===== config.mk =====
export PLATFORM = sky130hd
export DESIGN_NAME = bus_arbiter
export DESIGN_NICKNAME = d
export VERILOG_FILES = /design/src/rtl/bus_arbiter_pkg.sv /design/src/rtl/bus_arbiter_rr_pick.sv /design/src/rtl/bus_arbiter.sv
export SDC_FILE = /design/constraint.sdc
export NUM_CORES = 1
export LEC_CHECK = 0
export CAP_MARGIN = 10
export CORE_MARGIN = 2
export CORE_UTILIZATION = 54
export DETAILED_ROUTE_END_ITERATION = 8
export PLACE_DENSITY_LB_ADDON = 0.15
export SLEW_MARGIN = 5
export SYNTH_ARGS = -nofsm -noshare
export SYNTH_HDL_FRONTEND = slang
export SYNTH_SLANG_ARGS = --single-unit

===== constraint.sdc =====
create_clock -name clk_25mhz -period 4.55 [get_ports clk_25mhz]
set_input_delay 0.455 -clock clk_25mhz [delete_from_list [all_inputs] [get_ports clk_25mhz]]
set_output_delay 0.455 -clock clk_25mhz [all_outputs]
set_load 0.05 [all_outputs]

===== src/rtl/bus_arbiter_pkg.sv =====
// Shared definitions for the internal data-bus arbiter and the bus mux that
// consumes its grant vector.
package bus_arbiter_pkg;

  typedef enum logic {
    ST_IDLE = 1'b0,
    ST_OWN  = 1'b1
  } state_t;

  localparam int DEF_COUNT    = 4;
  localparam int DEF_HOLD_MAX = 16;
  localparam int BUS_WIDTH    = 8;

  // Hold counter must reach HOLD_MAX; with no limit a 1-bit saturating counter suffices.
  function automatic int hold_cnt_w(input int hold_max);
    return (hold_max == 0) ? 1 : $clog2(hold_max + 1);
  endfunction

endpackage


===== src/rtl/bus_arbiter_rr_pick.sv =====
// Combinational round-robin pick: first eligible source at or after ptr, with wrap.
module rr_pick #(
  parameter  int N  = 4,
  localparam int IW = $clog2(N)
) (
  input  logic [N-1:0]  eligible,
  input  logic [IW-1:0] ptr,
  output logic [N-1:0]  onehot,
  output logic [IW-1:0] idx,
  output logic          any
);

  logic [2*N-1:0] dbl;
  logic [N-1:0]   rot;
  logic [IW:0]    off;
  logic [IW:0]    sum;

  // Rotate so ptr lands at bit 0, encode lowest set bit, then rotate the index back.
  assign dbl = {eligible, eligible};
  assign rot = N'(dbl >> ptr);
  assign any = |eligible;

  always_comb begin
    off = '0;
    for (int j = N - 1; j >= 0; j--) begin
      if (rot[j]) off = (IW+1)'(j);
    end
    sum = {1'b0, ptr} + off;
    if (sum >= (IW+1)'(N)) sum = sum - (IW+1)'(N);
    idx    = sum[IW-1:0];
    onehot = any ? (N'(1) << idx) : '0;
  end

endmodule


===== src/rtl/bus_arbiter.sv =====
// Round-robin owner of the internal 8-bit data bus: registered one-hot grant,
// bounded hold time, forced dead cycle between owners.
module bus_arbiter
  import bus_arbiter_pkg::*;
#(
  parameter  int COUNT    = DEF_COUNT,
  parameter  int HOLD_MAX = DEF_HOLD_MAX,
  localparam int IDW      = $clog2(COUNT)
) (
  input  logic             clk_25mhz,
  input  logic             reset,
  input  logic [COUNT-1:0] req,
  output logic [COUNT-1:0] grant,
  output logic [IDW-1:0]   grant_id,
  output logic             grant_valid,
  output logic             expired
);

  localparam int HCW = hold_cnt_w(HOLD_MAX);

  state_t           state, state_n;
  logic [IDW-1:0]   ptr, ptr_n;
  logic [HCW-1:0]   hold_cnt, hold_n;
  logic [COUNT-1:0] lockout, lockout_n;
  logic [COUNT-1:0] grant_n;
  logic [IDW-1:0]   grant_id_n;
  logic             expired_n;

  logic [COUNT-1:0] eligible;
  logic [COUNT-1:0] pick_onehot;
  logic [IDW-1:0]   pick_idx;
  logic             pick_any;
  logic             owner_req;
  logic             at_limit;
  logic [IDW-1:0]   next_ptr;

  assign eligible  = req & ~lockout;
  assign owner_req = req[grant_id];
  assign at_limit  = (HOLD_MAX != 0) && (hold_cnt == HCW'(HOLD_MAX));
  assign next_ptr  = (grant_id == IDW'(COUNT - 1)) ? '0 : grant_id + 1'b1;

  rr_pick #(.N(COUNT)) u_pick (
    .eligible (eligible),
    .ptr      (ptr),
    .onehot   (pick_onehot),
    .idx      (pick_idx),
    .any      (pick_any)
  );

  always_comb begin
    state_n    = state;
    ptr_n      = ptr;
    hold_n     = hold_cnt;
    lockout_n  = lockout & req;   // dropping a request for one cycle clears its lockout
    grant_n    = grant;
    grant_id_n = grant_id;
    expired_n  = 1'b0;
    case (state)
      ST_IDLE: begin
        grant_n = '0;
        if (pick_any) begin
          grant_n    = pick_onehot;
          grant_id_n = pick_idx;
          hold_n     = HCW'(1);
          state_n    = ST_OWN;
        end
      end
      ST_OWN: begin
        if (!owner_req || at_limit) begin
          // Release always passes through IDLE, which gives the turnaround cycle.
          grant_n = '0;
          state_n = ST_IDLE;
          ptr_n   = next_ptr;
          if (owner_req) begin
            expired_n           = 1'b1;
            lockout_n[grant_id] = 1'b1;
          end
        end else if (hold_cnt != '1) begin
          hold_n = hold_cnt + 1'b1;
        end
      end
      default: begin
        grant_n = '0;
        state_n = ST_IDLE;
      end
    endcase
  end

  always_ff @(posedge clk_25mhz) begin
    if (reset) begin
      state       <= ST_IDLE;
      ptr         <= '0;
      hold_cnt    <= '0;
      lockout     <= '0;
      grant       <= '0;
      grant_id    <= '0;
      grant_valid <= 1'b0;
      expired     <= 1'b0;
    end else begin
      state       <= state_n;
      ptr         <= ptr_n;
      hold_cnt    <= hold_n;
      lockout     <= lockout_n;
      grant       <= grant_n;
      grant_id    <= grant_id_n;
      grant_valid <= |grant_n;
      expired     <= expired_n;
    end
  end

endmodule


; ---- Word level (Yosys, flattened, before mapping)
; Index checks and enable logic that the tools add are counted.
; W data, S select, Z words.
[totals]
ff_bits = 20
input_bits = 6
out_inout_bits = 8
word_cells = 62
[classes]
add_sub_neg = 4
order_cmp = 3
eq_ne = 6
n_shift = 2
mux = 24
bitwise_logic = 6
reduce_logical = 9
[op_table]
columns = operator, n
row1 = $mux W4, 5
row2 = $mux W5, 3
row3 = $mux W2, 6
row4 = $pmux W5 S2, 1
row5 = $and A4 B4 Y4, 2
row6 = $pmux W4 S2, 1
row7 = $reduce_or A4 Y1, 2
row8 = $shr A8 B2 Y4, 1
row9 = $add A5 B1 Y5 const B, 1
row10 = $eq A5 B5 Y1 const B, 1
row11 = $mux W1, 5
row12 = $ne A5 B5 Y1 const B, 1
row13 = $ne A2 B2 Y1 const B, 2
row14 = $not A4 Y4, 1
row15 = $or A4 B4 Y4, 1
row16 = $reduce_and A2 Y1, 2
row17 = $shl A1 B2 Y4 const A, 1
row18 = $add A2 B2 Y3, 1
row19 = $ge A3 B3 Y1 const B, 1
row20 = $lt A2 B3 Y1 const B, 1
row21 = $reduce_and A3 Y1, 1
row22 = $reduce_or A3 Y1, 1
row23 = $add A2 B1 Y2 const B, 1
row24 = $bmux W1 S2, 1
row25 = 10 further kinds, 11

; ---- Longest topological paths before layout
; Gate-level depths: netlist of the first run.
[depth]
ltp_word = 14
mapped_depth = 9
mapped_depth_nobuf = 8

; ---- Cells and area by module
; From an unflattened synthesis of the first run, not the netlist that was laid out.
[hier_totals]
hier_cells = 132
area_unflattened_um2 = 1260.0
[modules_own_cells]
columns = module, instances, cells_each, area_per_inst_um2, seq_area_each_um2
row1 = bus_arbiter, 1, 95, 969.7, 400.4
row2 = rr_pick, 1, 37, 290.3, 0.0

; ---- Least setup slack after synthesis of the first run
; OpenSTA, ideal clock, no wires.
[synth_path]
path_type = reg2reg
start = reg grant_id[1]
end = reg hold_cnt[1]
setup_ns = 0.068
arrival_time_ns = 2.084
required_time_ns = 4.482
path_slack_ns = 2.399
path_stages_with_launch = 6
path_buffers = 1
period_less_slack_ns = 2.151
path_cell_list = dfxtp_1 > mux4_2 > and4b_4 > buf_6 > or3_4 > a21oi_2
[synth_between]
elab_chain_cells = 6
[synth_rtl]
columns = element, line_no
row1 = from (decl), bus_arbiter.sv:14  ; output logic [IDW-1:0] grant_id,
row2 = from (signal assigned), bus_arbiter.sv:105  ; grant_id <= grant_id_n;
row3 = $bmux W1 S2, bus_arbiter.sv:38  ; assign owner_req = req[grant_id];
row4 = $mux W1 (implied by the code), bus_arbiter.sv:38
row5 = $logic_not A1 Y1, bus_arbiter.sv:69  ; if (!owner_req || at_limit) begin
row6 = $logic_or A1 B1 Y1, bus_arbiter.sv:69
row7 = $ne A2 B2 Y1 (no line), --
row8 = $reduce_and A3 Y1 (no line), --
row9 = to (signal assigned), bus_arbiter.sv:102  ; hold_cnt <= hold_n;
row10 = to (decl), bus_arbiter.sv:23  ; logic [HCW-1:0] hold_cnt, hold_n;
; Every way passes these cells. The select of a mux whose other input is x is not followed.
; A chain may end at the register's enable or synchronous reset.

; ---- Worst setup path in the final report of the first run
[layout_path]
start = in req[3]
end = reg grant[2]
[layout_between]
elab_chain_cells = 12
word_cells_on_any_way = 19
classes_between = add/sub: 2 / order compare: 1 / shift: 2 / mux: 10 / bitwise: 1 / reduce/logical: 3
[layout_rtl]
columns = element, line_no
row1 = from (decl), bus_arbiter.sv:12  ; input logic [COUNT-1:0] req,
row2 = $and A4 B4 Y4, bus_arbiter.sv:37  ; assign eligible = req & ~lockout;
row3 = $shr A8 B2 Y4, bus_arbiter_rr_pick.sv:20  ; assign rot = N'(dbl >> ptr);
row4 = $mux W2 (4 in series), bus_arbiter_rr_pick.sv:26  ; if (rot[j]) off = (IW+1)'(j);
row5 = $add A2 B2 Y3, bus_arbiter_rr_pick.sv:28  ; sum = {1'b0, ptr} + off;
row6 = $ge A3 B3 Y1 / $sub A2 B1 Y2 (equally long branches), bus_arbiter_rr_pick.sv:29  ; if (sum >= (IW+1)'(N)) sum = sum - (IW+1)'(N);
row7 = $mux W2, bus_arbiter_rr_pick.sv:29
row8 = $shl A1 B2 Y4, bus_arbiter_rr_pick.sv:31  ; onehot = any ? (N'(1) << idx) : '0;
row9 = $mux W4, bus_arbiter.sv:61  ; if (pick_any) begin
row10 = $pmux W4 S2 *, bus_arbiter.sv:58  ; case (state)
row11 = to (signal assigned), bus_arbiter.sv:104  ; grant <= grant_n;
row12 = to (decl), bus_arbiter.sv:13  ; output logic [COUNT-1:0] grant,
; Every way passes the cells marked *; elsewhere a longest branch is shown, timed or not. The select of a mux whose other input is x is not followed.

==> results.cfg, run 1 <==
[outcome]
outcome = complete, no violations

[setup_path]
setup.worst_path.start_class = primary input
crit_required_ns = 4.74
crit_arrival_ns = 2.45
crit_fanout = 5
cp-end-kind = register
critPathKind = in2reg

[sta]
worstMarginPinSlew_ns = 0.8696
slew_headroom_pct = 41.85
tns_ns = 0
fin_crit_ns = 2.254
max_freq_mhz = 443.7
hold_viol = 0
slew_violations = 0
post-route-period-util_pct = 49.54
rsz0062_at_grt = no
setup_viol = 0
clock-skew-final_ns = 0.003764

[synthesis]
netlist_area_sq_mm = 0.001114
yosys.area.top_type_share_pct = 35.96
synthTopCellsByArea = dfxtp_1, ha_1, nor2_1, mux2i_1, nand2b_1
syn-mean-instance-area_sq_um = 9.437
synth_nets = 133
synth_edf_count = 0
yosys.area.top_type = dfxtp_1
ys.flop_type = dfxtp_1
synthCells = 118
yosys_warnings = 0
yosysSeqAreaShare_pct = 35.96
synthDistinctLibCells = 40
async_flop_share_pct = 0
synth-seq-cells = 20

[clock_network]
h-tree-depth = 1
cts_sinks = 20
clk_latency_ns = 0.29
path_clk_slew_ns = 0.10
post-cts-setup-buffers = 0
cts_tree = built
cts_max_path_buffers = 2
root_buffer = clkbuf_4
ctsResizeCount = 0
cts_hold_buffers = 0
numCtsBuffers = 3

[drt]
wire_per_inst_um = 13.74
viasPerCell = 5.853
drc = 0
antenna_left = 0
first_pass_iters = 4
drt_iter0_drc = 15
via_count = 913
wirelength_mm = 2.143

[floorplanning]
design.die.area_sq_mm = 0.002441
core_area_sq_mm = 0.001962
start_util_pct = 56.76
chipWidth_um = 49.41
ios = 14
die_h_um = 49.41
fp-row-count = 16

[place]
dp_hpwl_mm = 1.626
numPortBuffers = 13
placed_cells = 153
gp_congestion = 0.7354

[global_route]
overflow = 0
grt_max_degree = 25
grt.total_usage_pct = 19.15
grt_pass1_wl_mm = 3.691
antenna_found_initial = 0
grt_pass1_vias = 840

[power]
max-vdd-ir-drop_v = 0.0002325
power_w = 0.0004272
power.density_mw_per_mm2 = 335.8
leakage_nw = 0.4675

[finish]
area_growth_pct = 14.27
diodes = 0
final_nets = 146
final_layout_size_suffix_gt1_share_pct = 9.302
stdcell_count = 156

[min_path]
holdCritPathClass = reg2reg

[job]
max_cap_viol_count = 0
[path summary, 6_finish.rpt]
| path | from | to | slack, ns | depth (start not counted) |
|---|---|---|---|---|
| setup / recovery | req[3] | grant[2] | 2.30 | 9 |
| hold / removal | grant[3] | grant[3] | 0.51 | 2 |
| setup reg to reg | ptr[0] | grant[2] | 2.47 | 8 |
| hold reg to reg | grant[3] | grant[3] | 0.51 | 2 |
[where the power goes]
| group | switching (W) | internal [W] | leakage [nW] |
|---|---|---|---|
| clock network | 0.0000504 | 0.0000308 | 0.0138 |
| registers | 0.0000185 | 0.000188 | 0.163 |
| logic | 0.0000837 | 0.0000557 | 0.291 |
| total | 0.000153 | 0.000275 | 0.467 |
[cell type report]
cell class                      instances  area, sq um
Fill cell                             185        689.4
Multi-Input combinational cell         88        666.9
Sequential cell                        20        400.4
Timing Repair Buffer                   13        130.1
Tap cell                               27        33.78
Clock buffer                            3        22.52
Inverter                                5        18.77
[routing by layer]
layer  global-route usage [%]  vias to the layer above  share of wire, %
met5                        0                        -                 0
met4                    5.556                        0              0.84
met1                    25.57                      445                50
met3                    3.681                        3               1.9
li1                         -                      454                 -
met2                    31.31                       11                47
[worst max-delay path, stage by stage]
cell and delay [ns]:
clkdlybuf4s50_1 0.50, nand2b_1 0.15, o21ai_0 0.24, o21ai_0 0.13, a21o_1 0.16, o21ai_0 0.10, ha_1 0.24, xnor2_1 0.14
o41ai_1 0.32
[kinds of logic after synthesis]
group,after synthesis,synth area share [%]
xor gates and xnor gates,4,3.147
buffers and inverters,10,4.157
AOI/OAI and AO/OA,25,17.64
adders and majority gates,10,11.12
and+or+nand+nor,44,22.36
muxes,5,5.618
DFF,20,35.95
[cells in the mapped netlist (4+ instances only)]
library cell and count:
nand2b_1 6, inv_1 5, dfxtp_1 20, a22oi_1 4, nor3_1 4, nor2_1 11
mux2i_1 4, a21oi_1 4, ha_1 9, nand2_1 7
[placed cells by master, fill, tap and decap left out, types with 3 or more instances in the layout]
cell type / count
a211oi_1: 3
a21oi_1: 4
a22oi_1: 4
clkbuf_4: 3
clkdlybuf4s50_1: 13
dfxtp_1: 20
ha_1: 9
inv_1: 5
mux2i_1: 4
nand2_1: 7
nand2b_1: 6
nand3_1: 3
nor2_1: 11
nor3_1: 4
o21ai_0: 3
xor2_1: 3
[sequential cells by signal (all words and copies together) (netlist names)]
name / cells
grant_valid: 1
state: 1
grant_id: 2
lockout: 4
grant: 4
ptr: 2
hold_cnt: 5
expired: 1
[through the flow]
step / cell area, sq um / hold slack, ns / util (%) / setup slack (ns)
floorplan: 1114 / 0.4746 / - / 2.399
CTS: 1272 / 0.5074 / 64.86 / 2.315
global route: 1272 / 0.5287 / 64.86 / 2.097
finish: 1272 / 0.5079 / 64.86 / 2.296
detailed placement: 1250 / 0.4930 / 63.71 / 2.010
global placement: 1250 / 0.4829 / 63.71 / 2.055
Note: power is estimated with default switching activity, not from simulation.
==> inputs of run 2 (changes only) <==
- CORE_UTILIZATION: 54 -> 48
- clock period: 4.55 -> 1.95 ns (I/O delays scaled with it)
==> results.cfg, run 2 (same netlist as run 1, synthesis figures left out) <==
[drt]
wirelength_mm = 2.432
drc = 0
antenna_left = 0
first_pass_iters = 4
drt_iter0_drc = 16
viasPerCell = 5.497
via_count = 962
wire_per_inst_um = 13.90

[finish]
stdcell_count = 175
largest_register_ffs = 5
multi_input_area_sq_um = 689.4
final_cell_area_sq_mm = 0.001445
final_nets = 163
layout_commonest_cell = buf_4
final_layout_size_suffix_gt1_share_pct = 26.53
seq_area_sq_um = 407.9
area_growth_pct = 29.78
largest_register = hold_cnt
num-fill-cells = 197
final_cell_mix = buf_4, dfxtp_1, clkdlybuf4s50_1
reg_top3 = hold_cnt (5), grant (4), lockout (4)
diodes = 0

[sta]
worstMarginPinSlew_ns = 0.4948
max_freq_mhz = 555.8
setup_viol = 0
clock-skew-final_ns = 0.008752
fin_crit_ns = 1.799
rsz0062_at_grt = no
slew_headroom_pct = 66.91
slew_violations = 0
post-route-period-util_pct = 92.26
hold_viol = 0
whs_ns = 0.5178

[setup_path]
rr_startpoint = ptr[0]
crit_fanout = 3
crit_arrival_ns = 1.96
rr_worst_depth = 8
crit_end = grant_id[1]
cp-end-kind = register
setup.worst_path.start_class = primary input
regToRegEndpoint = grant_id[1]
reg2reg_slack_ns = 0.16
crit_required_ns = 2.11
critPathKind = in2reg
critPathLaunch = req[1]

[clock_network]
path_clk_slew_ns = 0.11
h-tree-depth = 1
cts_sinks = 20
cts_tree = built
numCtsBuffers = 3
cts_max_path_buffers = 2
root_buffer = clkbuf_4
clk_latency_ns = 0.30

[place]
placed_cell_area_sq_mm = 0.001381
dp_hpwl_mm = 1.866
placed_cells = 171
gp_congestion = 0.7976
numPortBuffers = 13

[floorplanning]
core_area_sq_mm = 0.002212
start_util_pct = 50.34
ios = 14
design.die.area_sq_mm = 0.002721
die_h_um = 52.17
chipWidth_um = 52.17
fp-row-count = 17

[global_route]
antenna_found_initial = 0
grt_max_degree = 17
grt_pass1_vias = 962
grt_pass1_wl_mm = 4.133
grt.total_usage_pct = 20.62
overflow = 0

[min_path]
holdCritPathClass = reg2reg

[power]
power_w = 0.001103
power.density_mw_per_mm2 = 763.3
leakage_nw = 0.5672
max-vdd-ir-drop_v = 0.0005979

[job]
max_cap_viol_count = 0

[outcome]
outcome = complete, no violations
## run 2: changes by cell type in the layout (fill, tap and decap cells not counted), moves of 2 or more
cell	delta
dfxtp_1	-4
buf_4	+17
dfxtp_2	+3
o21ai_0	-2
## run 2: how the worst min path moves through the flow
stage	startpoint	endpoint	slack, ns	depth (start not counted)
floorplan	req[0]	lockout[0]	0.36	2
global placement	grant[3]	grant[3]	0.49	2
detailed placement	grant[1]	grant[1]	0.49	2
CTS	grant[1]	grant[1]	0.51	2
global route	grant[3]	grant[3]	0.53	2
finish	grant[1]	grant[1]	0.52	2
## run 2: power by group
group	leakage [nW]	switching, W	total [W]	internal [W]
clock	0.0210	0.000123	0.000236	0.000114
combinational	0.381	0.000216	0.000386	0.000170
sequential	0.165	0.0000396	0.000481	0.000441
total	0.567	0.000378	0.00110	0.000725
## run 2: critical path, stage by stage
cell,delay (ns)
clkdlybuf4s50_1,0.50
nor2b_1,0.23
a21oi_2,0.09
o21ai_0,0.08
a21o_1,0.14
o21ai_2,0.06
ha_2,0.19
xnor2_1,0.34
a211oi_1,0.13
## run 2: layout make-up
type | count | share of cell area (%)
clock buffers | 4 | 2.511
inverters | 5 | 1.299
multi-input cells | 88 | 47.71
flip-flops and latches | 20 | 28.23
well taps | 28 | 2.424
repair buffers | 30 | 17.84
## run 2: what timing repair did
item,4_1_cts,5_1_grt
hold buffers,0,0
buffers inserted,0,0
resized for setup,7,3
cloned,0,0
pin swaps,2,2
setup endpoints to repair,2,4
## run 2: metrics by stage
step | setup WS (ns) | TNS (ns) | util, %
after floorplan | 0.01281 | 0 | -
after global placement | -0.3049 | -1.788 | 62.44
after detailed placement | -0.3475 | -2.445 | 62.44
after CTS | 0.02577 | 0 | 64.65
after global routing | 0.05099 | 0 | 65.33
final | 0.1509 | 0 | 65.33
## run 2: metal layers
metal	vias to the layer above	global-route usage, %	part of all wire (%)
met5	-	0	0
met4	0	7.692	0.95
met3	2	2.586	1.9
met2	8	35.86	49
met1	462	25.90	48
li1	490	-	-
